==> config.mk <==
export PLATFORM = sky130hd
export DESIGN_NAME = prog_inst_mem_flat
export DESIGN_NICKNAME = d
export VERILOG_FILES = /design/src/rtl/prog_inst_mem_if.sv /design/src/rtl/prog_inst_mem.sv /design/src/flat_wrapper.sv
export SDC_FILE = /design/constraint.sdc
export NUM_CORES = 2
export LEC_CHECK = 0
export BUFFER_PORTS_ARGS = -buffer_cell sky130_fd_sc_hd__buf_2
export CORE_MARGIN = 5
export CORE_UTILIZATION = 48
export CTS_BUF_LIST = sky130_fd_sc_hd__clkbuf_4 sky130_fd_sc_hd__clkbuf_8 sky130_fd_sc_hd__clkbuf_16
export DETAILED_ROUTE_END_ITERATION = 6
export SYNTH_ARGS = -nofsm -noshare
export SYNTH_HDL_FRONTEND = slang
export SYNTH_SLANG_ARGS = --single-unit
export TNS_END_PERCENT = 10
==> constraint.sdc <==
create_clock -name clk -period 87.1 [get_ports clk]
set_clock_uncertainty 0.2 [all_clocks]
set_input_delay 4.355 -clock clk [delete_from_list [all_inputs] [get_ports clk]]
set_output_delay 4.355 -clock clk [all_outputs]
set_load 0.1 [all_outputs]
==> src/rtl/prog_inst_mem_if.sv <==
// Fetch/load bundle for prog_inst_mem: load port, req/ready fetch issue, stall,
// and the valid-qualified instruction/fault return.
interface prog_inst_mem_if #(
    parameter int DATA_W = 32,
    parameter int ADDR_W = 16
);
    logic              load_en;
    logic [ADDR_W-1:0] load_addr;
    logic [DATA_W-1:0] load_data;
    logic              load_err;
    logic              req;
    logic [ADDR_W-1:0] req_addr;
    logic              ready;
    logic              stall;
    logic              valid;
    logic [DATA_W-1:0] inst;
    logic              fault;

    modport master (
        output load_en, load_addr, load_data, req, req_addr, stall,
        input  load_err, ready, valid, inst, fault
    );

    modport slave (
        input  load_en, load_addr, load_data, req, req_addr, stall,
        output load_err, ready, valid, inst, fault
    );
endinterface

==> src/rtl/prog_inst_mem.sv <==
// Loadable instruction memory with a LATENCY-stage fetch pipeline (valid LATENCY cycles after accept).
// ready drops during load/stall/reset; stall freezes every stage and the outputs, non-accepted requests are dropped.
module prog_inst_mem #(
    parameter int DATA_W  = 32,
    parameter int ADDR_W  = 16,
    parameter int DEPTH   = 64,
    parameter int LATENCY = 1
) (
    input  logic           clk,
    input  logic           rst,
    prog_inst_mem_if.slave bus
);
    localparam int IDX_W = (DEPTH > 1) ? $clog2(DEPTH) : 1;
    // One extra bit so DEPTH == 2**ADDR_W is representable in the range compare.
    localparam logic [ADDR_W:0] DEPTH_C = (ADDR_W + 1)'(DEPTH);

    logic [DATA_W-1:0]  mem_q [DEPTH];

    logic [LATENCY-1:0] vld_q, vld_d;
    logic [LATENCY-1:0] flt_q, flt_d;
    logic [DATA_W-1:0]  dat_q [LATENCY];
    logic [DATA_W-1:0]  dat_d [LATENCY];
    logic               load_err_q, load_err_d;

    logic               wr_in_range;
    logic               rd_in_range;
    logic [IDX_W-1:0]   wr_idx;
    logic [IDX_W-1:0]   rd_idx;
    logic               ready;
    logic               accept;

    assign wr_in_range = ({1'b0, bus.load_addr} < DEPTH_C);
    assign rd_in_range = ({1'b0, bus.req_addr} < DEPTH_C);
    assign wr_idx      = bus.load_addr[IDX_W-1:0];
    assign rd_idx      = bus.req_addr[IDX_W-1:0];

    assign ready  = ~bus.load_en & ~bus.stall & ~rst;
    assign accept = bus.req & ready;

    assign load_err_d = bus.load_en & ~wr_in_range;

    always_ff @(posedge clk or posedge rst) begin
        if (rst) begin
            for (int i = 0; i < DEPTH; i++) begin
                mem_q[i] <= '0;
            end
        end else if (bus.load_en && wr_in_range) begin
            mem_q[wr_idx] <= bus.load_data;
        end
    end

    // Data/fault only move with a valid entry, so the output stage keeps the
    // last delivered instruction while valid is low.
    always_comb begin
        vld_d = vld_q;
        flt_d = flt_q;
        dat_d = dat_q;
        if (!bus.stall) begin
            vld_d[0] = accept;
            if (accept) begin
                dat_d[0] = rd_in_range ? mem_q[rd_idx] : '0;
                flt_d[0] = ~rd_in_range;
            end
            for (int s = 1; s < LATENCY; s++) begin
                vld_d[s] = vld_q[s-1];
                if (vld_q[s-1]) begin
                    dat_d[s] = dat_q[s-1];
                    flt_d[s] = flt_q[s-1];
                end
            end
        end
    end

    always_ff @(posedge clk or posedge rst) begin
        if (rst) begin
            vld_q      <= '0;
            flt_q      <= '0;
            load_err_q <= 1'b0;
            for (int s = 0; s < LATENCY; s++) begin
                dat_q[s] <= '0;
            end
        end else begin
            vld_q      <= vld_d;
            flt_q      <= flt_d;
            dat_q      <= dat_d;
            load_err_q <= load_err_d;
        end
    end

    assign bus.ready    = ready;
    assign bus.valid    = vld_q[LATENCY-1];
    assign bus.inst     = dat_q[LATENCY-1];
    assign bus.fault    = flt_q[LATENCY-1];
    assign bus.load_err = load_err_q;
endmodule

==> src/flat_wrapper.sv <==
// flat-port wrapper written by rule: the top's interface ports become plain ports
module prog_inst_mem_flat 
#(
    parameter int DATA_W  = 32,
    parameter int ADDR_W  = 16,
    parameter int DEPTH   = 64,
    parameter int LATENCY = 1
)
  (clk, rst, bus_load_en, bus_load_addr, bus_load_data, bus_req, bus_req_addr, bus_stall, bus_load_err, bus_ready, bus_valid, bus_inst, bus_fault);
  prog_inst_mem_if #(.DATA_W(DATA_W), .ADDR_W(ADDR_W)) bus_i ();
  input  logic clk;
  input  logic rst;
  input wire logic [$bits(bus_i.load_en)-1:0] bus_load_en;
  input wire logic [$bits(bus_i.load_addr)-1:0] bus_load_addr;
  input wire logic [$bits(bus_i.load_data)-1:0] bus_load_data;
  input wire logic [$bits(bus_i.req)-1:0] bus_req;
  input wire logic [$bits(bus_i.req_addr)-1:0] bus_req_addr;
  input wire logic [$bits(bus_i.stall)-1:0] bus_stall;
  output wire logic [$bits(bus_i.load_err)-1:0] bus_load_err;
  output wire logic [$bits(bus_i.ready)-1:0] bus_ready;
  output wire logic [$bits(bus_i.valid)-1:0] bus_valid;
  output wire logic [$bits(bus_i.inst)-1:0] bus_inst;
  output wire logic [$bits(bus_i.fault)-1:0] bus_fault;
  assign bus_i.load_en = bus_load_en;
  assign bus_i.load_addr = bus_load_addr;
  assign bus_i.load_data = bus_load_data;
  assign bus_i.req = bus_req;
  assign bus_i.req_addr = bus_req_addr;
  assign bus_i.stall = bus_stall;
  assign bus_load_err = bus_i.load_err;
  assign bus_ready = bus_i.ready;
  assign bus_valid = bus_i.valid;
  assign bus_inst = bus_i.inst;
  assign bus_fault = bus_i.fault;
  prog_inst_mem #(.DATA_W(DATA_W), .ADDR_W(ADDR_W), .DEPTH(DEPTH), .LATENCY(LATENCY)) u_core (.clk(clk), .rst(rst), .bus(bus_i));
endmodule
Yosys cells after proc, flatten, opt, wreduce, memory -nomap -nowiden
Cells that the tools add are included.
{ "totals": {"input_bits": 69, "elab_cells": 94, "regBits": 2083} }
{ "op_classes": {"reduce_logical": 3, "order_cmp": 5, "mux": 7, "n_bitwise": 11} }
{ "ops": {"columns": ["cell", "count"], "rows": [
  ["bitwise mux 2048 bit", 1],
  ["binary-select mux 32 bit (select 6 bit)", 1],
  ["demux 32 bit (select 6 bit)", 1],
  ["two-way mux 32 bit", 4],
  ["< comparator 16 x 7 -> 1 bit (second input constant)", 2],
  [">= comparator 7 bit (second input constant)", 2],
  ["inverter 6 -> 7 bit", 2],
  ["< comparator 7 x 1 -> 1 bit (second input constant)", 1],
  ["inverter 1 bit", 5],
  ["AND 1 bit", 4],
  ["logical AND 1 bit", 2],
  ["AND reduction 2 bit", 1]
]} }

Longest topological paths before layout
{ "logic_depth": {"depth_word": 6, "mapped_depth": 11, "ltp_nobuf": 6} }

Worst setup path after synthesis
OpenSTA, ideal clock, no wires.
{ "synth_timing": {"path_kind": "input -> output", "start": "in bus_load_en", "end": "out bus_ready", "setup_slack_ns": 76.043, "arrival_time_ns": 6.502, "path_buffers": 0, "required_time_ns": 82.545, "stages": 1, "path_cell_list": "nor3_1"} }
{ "synth_via": {"elab_chain_len": 3} }
{ "synth_lines": {"columns": ["item", "line", "text"], "rows": [
  ["start: declaration", "flat_wrapper.sv:13", "input wire logic [$bits(bus_i.load_en)-1:0] bus_load_en;"],
  ["inverter 1 bit", "prog_inst_mem.sv:37", "assign ready = ~bus.load_en & ~bus.stall & ~rst;"],
  ["AND 1 bit (2 in a row)", "prog_inst_mem.sv:37", null],
  ["end: declaration", "flat_wrapper.sv:20", "output wire logic [$bits(bus_i.ready)-1:0] bus_ready;"]
]} }
No other way between the ends.

Final worst setup path
Same ends and word-level chain as after synthesis.

==> summary.md <==
| Metric | Value |
|---|---|
| Status | finished, final reports clean |
| RR Endpoint | u_core.bus.inst[31]$_DFFE_PP0P_ |
| Overall track demand over capacity in global routing | 28.11% |
| Met2 WL post-DR | 136.5 mm |
| Initial DRC Count | 4435 |
| Vias in the first global route | 57680 |
| Worst Setup Start Kind | primary input |
| Ys Warns | 0 |
| Routed wl met3 | 14.35 mm |
| Final setup fails | 0 |
| Async SR Flop Fraction | 100.0% |
| Slew margin rel. | 5.891% |
| CORE AREA | 195000 um2 |
| Critical Path Source | bus_load_en |
| I/O pins | 105 |
| DRT Wirelength | 286.2 mm |
| Max layer used | met5 |
| Setup crit end | bus_ready |
| IO Port Bufs | 104 |
| Clock root buffer | clkbuf_16 |
| Synth cell types | 47 |
| Commonest non-fill, non-tap cell in the layout | dfrtp_1 |
| Via/cell ratio | 6.224 |
| Fin nets | 6018 |
| Max Cap Viol | 0 |
| Drt first pass iters | 7 |
| Compound-cell area share of the yosys netlist | 2.697% |
| Clk sinks | 2083 |
| Max IR drop VDD | 0.00002136 V |
| Dpl hpwl | 158.9 mm |
| Unrepaired setup endpoints after global routing | no |
| Drt wl/cell | 32.65 um |
| Register area share after synthesis | 55.38% |
| Main synth FF type | dfrtp_1 |
| Simple-gate share of the synthesized area | 1.397% |
| Fillers | 16050 |
| Post-cts sizing count | 0 |
| CP Class | primary input to primary output |
| Synth Area in Adders | 0% |
| Dpl ws | 76.98 ns |
| XOR/XNOR Fraction of Synth Area | 0% |
| Power Dens Cells | 19.29 nW/um2 |
| CTS max path bufs | 3 |
| Mux contribution to synthesized area | 37.54% |
| Hold Buf Count CTS | 0 |
| Worst Path Max Fanout | 8 |
| Gate Count Post-Synth | 6079 |
| Hold_ws | 0.2928 ns |
| Starting density of the core | 48.27% |
| Setup bufs post-CTS | 0 |
| Largest net degree at the start of global routing | 178 |
| Final Worst Setup Slack | 77.24 ns |
| Worst-Skew Late Latency | 0.86 ns |
| Die ar. | 205100 um2 |
| First-pass GRT wire length | 420.5 mm |
| Worst Path Required | 82.55 ns |
| H-tree lvl count | 4 |
| Worst slew pin tran | 1.410 ns |
| Number of flops mapped to enable cells by yosys | 0 |
| DRC Markers | 0 |
| Setup TNS | 0 ns |
| CP Data Arrival Time | 5.31 ns |
| GPL Wtd Cong | 0.7942 |
| Final Power | 2.016 mW |
| Synth Net Count | 6148 |
| Fin crit share | 11.32% |
| DRT met1 WL | 124.7 mm |
| Height of the die | 452.8 um |
| Minimum clock period | 9.861 ns |
| Register-to-register path setup slack | 84.44 ns |
| Main combinational cell family by area after synthesis | multiplexers |
| Layout cell share with drive strength beyond 1 | 53.11% |
| Average size of a mapped cell | 15.48 um2 |
| Die X-Extent | 452.8 um |
| Worst r2r src | u_core.mem_q[639]$_DFFE_PP0P_ |
| Antenna violations before repair | 12 |
| Worst reg2reg path depth | 6 |
| Fmax | 0.1014 GHz |
| Worst Hold Launch | u_core.bus.inst[3]$_DFFE_PP0P_ |
| Worst-path clk slew | 0.06 ns |
| FF+latch count, synth | 2083 |
| Vias | 54560 |
| Row Count | 162 |
| Final Hold Fails | 0 |
| Commonest non-fill, non-tap cells in the layout | dfrtp_1, mux2_2, mux4_2, clkbuf_16, mux2i_1 |
| Hold WC Path Type | flip-flop to flip-flop |
| Slew Limit Fails | 0 |
| Post-detailed-route count of antenna-violating nets | 0 |
| Inserted Clock Buffers | 218 |
| P_leak | 50.60 nW |
| CTS tree | done |
| Mapped Area | 94130 um2 |
| Nature of the critical path endpoint | primary output |
| Layout area overhead | 11.04% |
| GRT overflow | 0 |
[logic make-up (layout without fill, tap and decap cells)]
| logic type | Yosys count | count (layout) |
|---|---|---|
| mux | 2720 | 2720 |
| compound gates | 372 | 372 |
| buf+inv | 625 | 682 |
| simple gates | 279 | 279 |
| other cells | 0 | 6 |
| flops | 2083 | 2083 |
[synth_stat cells, drive strengths merged (4+ instances only)]
master / number / area [um2]
nor2b: 30 / 187.7
mux2: 2061 / 23210
o211ai: 8 / 60.06
dfrtp: 2083 / 52120
o22ai: 9 / 56.30
nand2: 74 / 277.8
nand4: 4 / 25.02
nor4: 16 / 100.1
a21oi: 95 / 475.5
and2: 16 / 100.1
mux2i: 217 / 2172
nand3: 23 / 115.1
inv: 6 / 22.52
a31oi: 7 / 43.79
nor2: 87 / 326.6
mux4: 442 / 9955
nand2b: 5 / 31.28
buf: 340 / 1740
a32oi: 8 / 70.07
o21ai: 16 / 80.08
a22o: 8 / 70.07
a22oi: 164 / 1231
a221oi: 8 / 70.07
clkbuf: 277 / 1041
a211oi: 39 / 292.8
nor3: 10 / 50.05
[metal layers]
layer  vias to the layer above  track usage (%)
met5                         -                0
met4                         2            9.944
met3                       463            4.063
met2                      1520            45.18
met1                     30290            39.45
li1                      22290                -
[flip-flops by register name, summed over array words and instances (netlist names)]
register and cells:
u_core.bus.fault 1, u_core.bus.inst 32, u_core.bus.load_err 1, u_core.bus.valid 1, u_core.mem_q 2048
[how the worst min path moves through the flow]
stage                                     endpoint  slack, ns  cells past startpoint
floorplan           u_core.mem_q[1269]$_DFFE_PP0P_       0.26                      1
global placement    u_core.mem_q[1269]$_DFFE_PP0P_       0.27                      1
detailed placement  u_core.bus.inst[3]$_DFFE_PP0P_       0.28                      2
CTS                 u_core.bus.inst[3]$_DFFE_PP0P_       0.29                      2
global route        u_core.bus.inst[3]$_DFFE_PP0P_       0.30                      2
finish              u_core.bus.inst[3]$_DFFE_PP0P_       0.29                      2
[critical path, stage by stage]
cell    delay, ns
buf_2        0.14
nor3_1       0.31
buf_2        0.49
[where the power goes]
group          switching (mW)  internal (mW)  total (mW)
Sequential           0.000206          0.968       0.968
Clock                   0.396          0.567       0.963
Combinational          0.0668         0.0182      0.0851
[layout make-up]
class / instances / area (um2) / share of cell area (%)
flip-flops and latches: 2083 / 52130 / 49.87
well taps: 2624 / 3283 / 3.141
inverters: 8 / 38.79 / 0.03711
clock inverters: 63 / 719.4 / 0.6884
clock buffers: 344 / 6787 / 6.493
repair buffers: 267 / 1843 / 1.763
diodes: 6 / 15.01 / 0.01437
multi-input cells: 3371 / 39700 / 37.99
[stage by stage]
stage	util, %	area [um2]	cells
2_1_floorplan	-	94130	6079
4_1_cts	53.59	104500	8760
3_5_place_dp	49.74	96990	8353
3_3_place_gp	49.74	96990	8353
5_1_grt	53.59	104500	8763
6_report	53.60	104500	8766
(Power assumes the default switching activity.)
